## config.mk

```make
export PLATFORM = sky130hd
export DESIGN_NAME = fb_write_arbiter_flat
export DESIGN_NICKNAME = d
export VERILOG_FILES = /design/src/rtl/fb_write_arbiter_if.sv /design/src/rtl/fb_write_arbiter.sv /design/src/flat_wrapper.sv
export SDC_FILE = /design/constraint.sdc
export NUM_CORES = 1
export LEC_CHECK = 0
export CAP_MARGIN = 30
export CORE_MARGIN = 4
export CORE_UTILIZATION = 37
export DETAILED_ROUTE_END_ITERATION = 10
export PLACE_DENSITY = 0.82
export SYNTH_ARGS = -nofsm -noshare
export SYNTH_HDL_FRONTEND = slang
export SYNTH_SLANG_ARGS = --single-unit
```

## constraint.sdc

```tcl
create_clock -name clk -period 2.7 [get_ports clk]
set_clock_uncertainty 0.2 [all_clocks]
set_input_delay 0.81 -clock clk [delete_from_list [all_inputs] [get_ports clk]]
set_output_delay 0.81 -clock clk [all_outputs]
set_load 0.02 [all_outputs]
```

## src/rtl/fb_write_arbiter_if.sv

```systemverilog
// Frame-buffer write arbiter bus: three requester write ports, the downstream memory write port
// and the arbiter status. The master view belongs to the arbiter, the slave view to its environment.
interface fb_write_arbiter_if #(
  parameter int ADDR_W = 32,
  parameter int DATA_W = 32
);
  logic [2:0]          req_valid;
  logic [2:0]          req_ready;
  logic [2:0]          req_last;
  logic [3*ADDR_W-1:0] req_addr;
  logic [3*DATA_W-1:0] req_din;
  logic [11:0]         req_we;
  logic                mem_valid;
  logic                mem_ready;
  logic [ADDR_W-1:0]   mem_addr;
  logic [DATA_W-1:0]   mem_din;
  logic [3:0]          mem_we;
  logic [1:0]          grant_id;
  logic                busy;

  modport master (
    input  req_valid, req_last, req_addr, req_din, req_we, mem_ready,
    output req_ready, mem_valid, mem_addr, mem_din, mem_we, grant_id, busy
  );

  modport slave (
    output req_valid, req_last, req_addr, req_din, req_we, mem_ready,
    input  req_ready, mem_valid, mem_addr, mem_din, mem_we, grant_id, busy
  );
endinterface

```

## src/rtl/fb_write_arbiter.sv

```systemverilog
// Shares the frame-buffer write path among CPU bypass (0), filler (1) and line engine (2) with burst grants.
// Optional macro FB_ARB_CPU_PRIORITY_EN: requester 0 always wins arbitration; round-robin only among 1 and 2.
module fb_write_arbiter #(
  parameter int ADDR_W    = 32,
  parameter int DATA_W    = 32,
  parameter int MAX_BURST = 16
) (
  input  logic                 clk,
  input  logic                 rst_n,
  fb_write_arbiter_if.master   bus_io
);

  typedef enum logic [0:0] {
    ST_IDLE  = 1'b0,
    ST_GRANT = 1'b1
  } state_t;

  localparam int               CNT_W    = $clog2(MAX_BURST);
  localparam logic [CNT_W-1:0] CNT_LAST = CNT_W'(MAX_BURST - 1);
  localparam logic [1:0]       GNT_NONE = 2'd3;

  state_t            state_q, state_d;
  logic [1:0]        grant_q, grant_d;
  logic [1:0]        last_owner_q, last_owner_d;
  logic [1:0]        winner_s;
  logic [CNT_W-1:0]  cnt_q, cnt_d;
  logic              mem_valid_q, mem_valid_d;
  logic              busy_q, busy_d;
  logic [ADDR_W-1:0] mem_addr_q, mem_addr_d, sel_addr_s;
  logic [DATA_W-1:0] mem_din_q, mem_din_d, sel_din_s;
  logic [3:0]        mem_we_q, mem_we_d, sel_we_s;
  logic              sel_valid_s, sel_last_s;
  logic              ready_s, accept_s, release_s;

`ifdef FB_ARB_CPU_PRIORITY_EN
  function automatic logic [1:0] pick_winner(input logic [2:0] valid, input logic [1:0] last);
    logic [1:0] pick;
    if (valid[0]) begin
      pick = 2'd0;
    end else if (last == 2'd1) begin
      if (valid[2])      pick = 2'd2;
      else if (valid[1]) pick = 2'd1;
      else               pick = GNT_NONE;
    end else begin
      if (valid[1])      pick = 2'd1;
      else if (valid[2]) pick = 2'd2;
      else               pick = GNT_NONE;
    end
    return pick;
  endfunction
`else
  function automatic logic [1:0] pick_winner(input logic [2:0] valid, input logic [1:0] last);
    logic [1:0] pick;
    case (last)
      2'd0: begin
        if (valid[1])      pick = 2'd1;
        else if (valid[2]) pick = 2'd2;
        else if (valid[0]) pick = 2'd0;
        else               pick = GNT_NONE;
      end
      2'd1: begin
        if (valid[2])      pick = 2'd2;
        else if (valid[0]) pick = 2'd0;
        else if (valid[1]) pick = 2'd1;
        else               pick = GNT_NONE;
      end
      default: begin
        if (valid[0])      pick = 2'd0;
        else if (valid[1]) pick = 2'd1;
        else if (valid[2]) pick = 2'd2;
        else               pick = GNT_NONE;
      end
    endcase
    return pick;
  endfunction
`endif

  assign winner_s = pick_winner(bus_io.req_valid, last_owner_q);

  // Route the current owner's beat to the shared datapath
  always_comb begin
    sel_valid_s = 1'b0;
    sel_last_s  = 1'b0;
    sel_addr_s  = '0;
    sel_din_s   = '0;
    sel_we_s    = 4'h0;
    case (grant_q)
      2'd0: begin
        sel_valid_s = bus_io.req_valid[0];
        sel_last_s  = bus_io.req_last[0];
        sel_addr_s  = bus_io.req_addr[0 +: ADDR_W];
        sel_din_s   = bus_io.req_din[0 +: DATA_W];
        sel_we_s    = bus_io.req_we[3:0];
      end
      2'd1: begin
        sel_valid_s = bus_io.req_valid[1];
        sel_last_s  = bus_io.req_last[1];
        sel_addr_s  = bus_io.req_addr[ADDR_W +: ADDR_W];
        sel_din_s   = bus_io.req_din[DATA_W +: DATA_W];
        sel_we_s    = bus_io.req_we[7:4];
      end
      2'd2: begin
        sel_valid_s = bus_io.req_valid[2];
        sel_last_s  = bus_io.req_last[2];
        sel_addr_s  = bus_io.req_addr[2*ADDR_W +: ADDR_W];
        sel_din_s   = bus_io.req_din[2*DATA_W +: DATA_W];
        sel_we_s    = bus_io.req_we[11:8];
      end
      default: begin
        sel_valid_s = 1'b0;
      end
    endcase
  end

  // The output register may take a new beat whenever it is empty or being drained this cycle
  assign ready_s          = (state_q == ST_GRANT) && (!mem_valid_q || bus_io.mem_ready);
  assign accept_s         = ready_s && sel_valid_s;
  assign release_s        = accept_s && (sel_last_s || (cnt_q == CNT_LAST));
  assign bus_io.req_ready = ready_s ? (3'b001 << grant_q) : 3'b000;

  // Grant FSM: next state, owner, beat count and round-robin pointer
  always_comb begin
    state_d      = state_q;
    grant_d      = grant_q;
    cnt_d        = cnt_q;
    last_owner_d = last_owner_q;
    case (state_q)
      ST_IDLE: begin
        if (|bus_io.req_valid) begin
          state_d = ST_GRANT;
          grant_d = winner_s;
          cnt_d   = '0;
        end else begin
          state_d = ST_IDLE;
        end
      end
      ST_GRANT: begin
        if (release_s) begin
          state_d = ST_IDLE;
          grant_d = GNT_NONE;
          cnt_d   = '0;
`ifdef FB_ARB_CPU_PRIORITY_EN
          if (grant_q != 2'd0) begin
            last_owner_d = grant_q;
          end else begin
            last_owner_d = last_owner_q;
          end
`else
          last_owner_d = grant_q;
`endif
        end else if (accept_s) begin
          cnt_d = cnt_q + CNT_W'(1);
        end else begin
          cnt_d = cnt_q;
        end
      end
      default: begin
        state_d = ST_IDLE;
        grant_d = GNT_NONE;
        cnt_d   = '0;
      end
    endcase
  end

  // Downstream output register: load on accept, drain on mem_ready, hold under backpressure
  always_comb begin
    mem_valid_d = mem_valid_q;
    mem_addr_d  = mem_addr_q;
    mem_din_d   = mem_din_q;
    mem_we_d    = mem_we_q;
    if (accept_s) begin
      mem_valid_d = 1'b1;
      mem_addr_d  = sel_addr_s;
      mem_din_d   = sel_din_s;
      mem_we_d    = sel_we_s;
    end else if (bus_io.mem_ready) begin
      mem_valid_d = 1'b0;
    end else begin
      mem_valid_d = mem_valid_q;
    end
    busy_d = (state_d == ST_GRANT) || mem_valid_d;
  end

  // State and output registers
  always_ff @(posedge clk or negedge rst_n) begin
    if (!rst_n) begin
      state_q      <= ST_IDLE;
      grant_q      <= GNT_NONE;
      cnt_q        <= '0;
      last_owner_q <= 2'd2;
      mem_valid_q  <= 1'b0;
      mem_addr_q   <= '0;
      mem_din_q    <= '0;
      mem_we_q     <= 4'h0;
      busy_q       <= 1'b0;
    end else begin
      state_q      <= state_d;
      grant_q      <= grant_d;
      cnt_q        <= cnt_d;
      last_owner_q <= last_owner_d;
      mem_valid_q  <= mem_valid_d;
      mem_addr_q   <= mem_addr_d;
      mem_din_q    <= mem_din_d;
      mem_we_q     <= mem_we_d;
      busy_q       <= busy_d;
    end
  end

  assign bus_io.mem_valid = mem_valid_q;
  assign bus_io.mem_addr  = mem_addr_q;
  assign bus_io.mem_din   = mem_din_q;
  assign bus_io.mem_we    = mem_we_q;
  assign bus_io.grant_id  = grant_q;
  assign bus_io.busy      = busy_q;

endmodule
```

## src/flat_wrapper.sv

```systemverilog
// flat-port wrapper written by rule: the top's interface ports become plain ports
module fb_write_arbiter_flat 
#(
  parameter int ADDR_W    = 32,
  parameter int DATA_W    = 32,
  parameter int MAX_BURST = 16
)
  (clk, rst_n, bus_io_req_valid, bus_io_req_last, bus_io_req_addr, bus_io_req_din, bus_io_req_we, bus_io_mem_ready, bus_io_req_ready, bus_io_mem_valid, bus_io_mem_addr, bus_io_mem_din, bus_io_mem_we, bus_io_grant_id, bus_io_busy);
  fb_write_arbiter_if #(.ADDR_W(ADDR_W), .DATA_W(DATA_W)) bus_io_i ();
  input  logic clk;
  input  logic rst_n;
  input wire logic [$bits(bus_io_i.req_valid)-1:0] bus_io_req_valid;
  input wire logic [$bits(bus_io_i.req_last)-1:0] bus_io_req_last;
  input wire logic [$bits(bus_io_i.req_addr)-1:0] bus_io_req_addr;
  input wire logic [$bits(bus_io_i.req_din)-1:0] bus_io_req_din;
  input wire logic [$bits(bus_io_i.req_we)-1:0] bus_io_req_we;
  input wire logic [$bits(bus_io_i.mem_ready)-1:0] bus_io_mem_ready;
  output wire logic [$bits(bus_io_i.req_ready)-1:0] bus_io_req_ready;
  output wire logic [$bits(bus_io_i.mem_valid)-1:0] bus_io_mem_valid;
  output wire logic [$bits(bus_io_i.mem_addr)-1:0] bus_io_mem_addr;
  output wire logic [$bits(bus_io_i.mem_din)-1:0] bus_io_mem_din;
  output wire logic [$bits(bus_io_i.mem_we)-1:0] bus_io_mem_we;
  output wire logic [$bits(bus_io_i.grant_id)-1:0] bus_io_grant_id;
  output wire logic [$bits(bus_io_i.busy)-1:0] bus_io_busy;
  assign bus_io_i.req_valid = bus_io_req_valid;
  assign bus_io_i.req_last = bus_io_req_last;
  assign bus_io_i.req_addr = bus_io_req_addr;
  assign bus_io_i.req_din = bus_io_req_din;
  assign bus_io_i.req_we = bus_io_req_we;
  assign bus_io_i.mem_ready = bus_io_mem_ready;
  assign bus_io_req_ready = bus_io_i.req_ready;
  assign bus_io_mem_valid = bus_io_i.mem_valid;
  assign bus_io_mem_addr = bus_io_i.mem_addr;
  assign bus_io_mem_din = bus_io_i.mem_din;
  assign bus_io_mem_we = bus_io_i.mem_we;
  assign bus_io_grant_id = bus_io_i.grant_id;
  assign bus_io_busy = bus_io_i.busy;
  fb_write_arbiter #(.ADDR_W(ADDR_W), .DATA_W(DATA_W), .MAX_BURST(MAX_BURST)) u_core (.clk(clk), .rst_n(rst_n), .bus_io(bus_io_i));
endmodule
```

==> reports/metrics.yaml <==
status:
  status: "finished, final reports clean"
drt:
  wl_per_cell_um: 17.0
  viasPerCell: 5.07
  antenna_left: 0
  drt_first_pass_iters: 5
  drt-total-wl_um: 15600
  drc: 0
  vias: 4660
  drt_iter0_markers: 231
finish:
  n_fill_cell: 886
  nets: 987
  final_cell_area_um2: 7930
  drive_gt1_share_pct: 7.21
  n_antenna_cell: 0
  area_growth_syn_to_layout_pct: 76.9
floorplan:
  die_area_um2: 13900
  start_util_pct: 38.6
  die_w_um: 118
  num_io_pins: 288
  die_h_um: 118
  rows: 39
  coreArea_um2: 11600
yosys:
  ys_seq_elements: 79
  syn_area_um2: 4480
  ys_top_cells_by_area: "dfrtp_1 42%, mux2i_1 16%, a21oi_1 10%"
  syn-num-nets: 702
  yosysUniqueCellTypes: 32
  synth_top_area_share_pct: 42.4
  synthArstFlopShare_pct: 100
  ys.flop_type: "dfrtp_1"
  postSynthCellCount: 488
  synth-edff-count: 0
  yosys_warnings: 0
  yosysSeqAreaShare_pct: 44.2
  avgSynthCellArea_um2: 9.18
  synth_common_cells: "92 x a21oi_1, 92 x nor2_1, 76 x dfrtp_1, 71 x mux2i_1, 29 x nand2_1"
  synth.largest_area_cell: "dfrtp_1"
timing:
  finalHoldViolCount: 0
  fin_crit_ps: 2580
  setup_viol: 0
  grt_setup_unrepaired: "false"
  tns_ps: 0
  max_freq_mhz: 388
  period_share_pct: 95.5
  maxSlewViolCount: 0
  max_slew.worst_pin.slew_ps: 659
  relSlewSlack_pct: 56.0
power:
  netSwitchingFraction_pct: 41.0
  p_sw_mw: 3.65
  finalPower_mw: 8.90
  pwr-share-comb_pct: 60.1
  p_leak_nw: 3.35
  power_density_nw_per_um2: 1120
  ir_drop_uv: 536
  clock_power_share_pct: 15.7
  p_int_mw: 5.25
  pwr-share-seq_pct: 24.2
global_route:
  grt.total_usage_pct: 21.8
  grt-ovfl-total: 0
  grt_pass1_vias: 5020
  antenna_found_initial: 0
  grt_pass1_wl_um: 24600
  grt_max_degree: 62
placed_design:
  hpwlAfterDp_um: 12500
  gp_congestion: 0.866
  numPortBuffers: 287
  placed_cell_area_um2: 7540
clock_network:
  ctsHoldBuffers: 0
  insertion_delay_ps: 330
  cts_root_buf: "clkbuf_16"
  clk_pin_slew_ps: 60
  cts_buffers: 9
  cts_num_sinks: 79
  cts_max_level: 3
  clk_path_buf_depth: 2
  cts_tree: "yes"
worst_setup_path:
  crit_buf_inv: 2
  slowest_delay_ps: 200
  crit_path_top_delay_cell: "dlygate4sd2_1"
  r2r_end: "u_core.bus_io.mem_din[29]$_DFFE_PN0P_"
  crit_arrival_ps: 1570
  r2r_setup_slack_ps: 180
  required_ps: 1690
  worstSetupPathType: "in -> out"
  worst-r2r-cell-count: 8
  r2r-start: "u_core.bus_io.grant_id[1]$_DFFE_PN1P_"
  worstPathMaxFanout: 3
  crit_chain: "dlygate4sd2_1 -> nand2b_4 -> nand2_4 -> nor3_4 -> buf_6"
  worstSetupStartpointType: "input pin"
  cpLargestDelayFamily: "simple AND/OR/NAND/NOR gates"
  critPathCaptureType: "primary output"
flow_run:
  cap_violations: 0
hold_path:
  holdCritPathClass: "in -> async"
==> metal layers <==
layer	vias up	global-route usage, %	wire (µm)
met5	-	0	0
li1	2268	-	-
met4	0	6.52	350
met2	164	41.7	8590
met1	2196	22.0	5550
met3	32	7.54	1160
==> repair_timing <==
action	4_1_cts	5_1_grt
pin swaps	2	0
endpoints found under the setup margin	5	67
setup buffers	1	0
cloned	0	1
resized for setup	26	0
==> cell families (layout without fill, tap and decap cells) <==
group / Yosys count / in the layout / share of synthesized area (%)
AO/OA/AOI/OAI: 131 / 131 / 15.4
flip-flops: 79 / 79 / 44.2
multiplexers: 95 / 95 / 21.9
AND/OR/NAND/NOR: 139 / 140 / 13.0
buffers and inverters: 43 / 331 / 5.19
adder cells (fa/ha/maj): 1 / 1 / 0.279
==> sequential cells by signal, summed over array words and instances, names as in the netlist <==
name	flops
u_core.bus_io.mem_we	4
u_core.bus_io.busy	1
u_core.bus_io.mem_valid	1
u_core.cnt_q	4
u_core.last_owner_q	2
u_core.state_q	1
u_core.bus_io.mem_addr	32
u_core.bus_io.grant_id	2
u_core.bus_io.mem_din	32
==> cell usage in the layout (no fill, tap or decap), types with 2 or more instances in the layout <==
cell type,n
mux2_1,24
clkbuf_8,2
bufinv_16,3
o21ai_0,24
nor3_2,3
a31oi_1,2
nand2_1,28
buf_12,3
inv_1,6
mux2i_1,71
nor2_1,92
buf_4,21
nand3_1,3
buf_2,2
o22ai_1,3
clkbuf_16,9
a21oi_1,92
o21ai_1,5
dfstp_4,2
dlygate4sd2_1,3
nand2_4,2
dfrtp_1,76
clkdlybuf4s50_1,280
a32o_1,2
==> worst max path at each step <==
stage / from / to / slack, ps / depth (start not counted)
global route: u_core.bus_io.grant_id[1]$_DFFE_PN1P_ / u_core.bus_io.mem_din[19]$_DFFE_PN0P_ / 40 / 8
CTS: u_core.bus_io.grant_id[1]$_DFFE_PN1P_ / u_core.bus_io.mem_din[29]$_DFFE_PN0P_ / 40 / 8
floorplan: u_core.bus_io.grant_id[0]$_DFFE_PN1P_ / bus_io_req_ready[1] / -60 / 5
detailed placement: bus_io_mem_ready / bus_io_req_ready[0] / -790 / 5
finish: bus_io_mem_ready / bus_io_req_ready[2] / 120 / 5
global placement: bus_io_mem_ready / bus_io_req_ready[0] / -770 / 5
==> power groups by stage <==
stage | combinational (mW) | sequential (mW) | clock [mW]
after floorplan | 2.51 | 2.80 | 0
after global placement | 5.21 | 2.13 | 0
after detailed placement | 5.34 | 2.17 | 0
after CTS | 5.38 | 2.16 | 1.43
after global routing | 5.82 | 2.24 | 1.48
final | 5.35 | 2.16 | 1.40
==> area by class of cell <==
type,count,area [µm²],share of cell area (%)
Tap cell,143,179,2.26
Clock inverter,3,90.1,1.14
Multi-Input combinational cell,367,2320,29.3
Timing Repair Buffer,310,3070,38.7
Clock buffer,12,256,3.24
Sequential cell,79,1990,25.1
Inverter,6,22.5,0.284
==> through the flow <==
| stage | cells | setup WS [ps] | hold WS, ps | utilization [%] |
|---|---|---|---|---|
| floorplan | 488 | -56.7 | 261 | - |
| CTS | 919 | 43.6 | 127 | 68.2 |
| detailed placement | 903 | -785 | 275 | 65.0 |
| global placement | 903 | -765 | 268 | 65.0 |
| global route | 920 | 35.7 | 137 | 68.3 |
| finish | 920 | 122 | 139 | 68.3 |
Power figures use the tool's default switching activity.
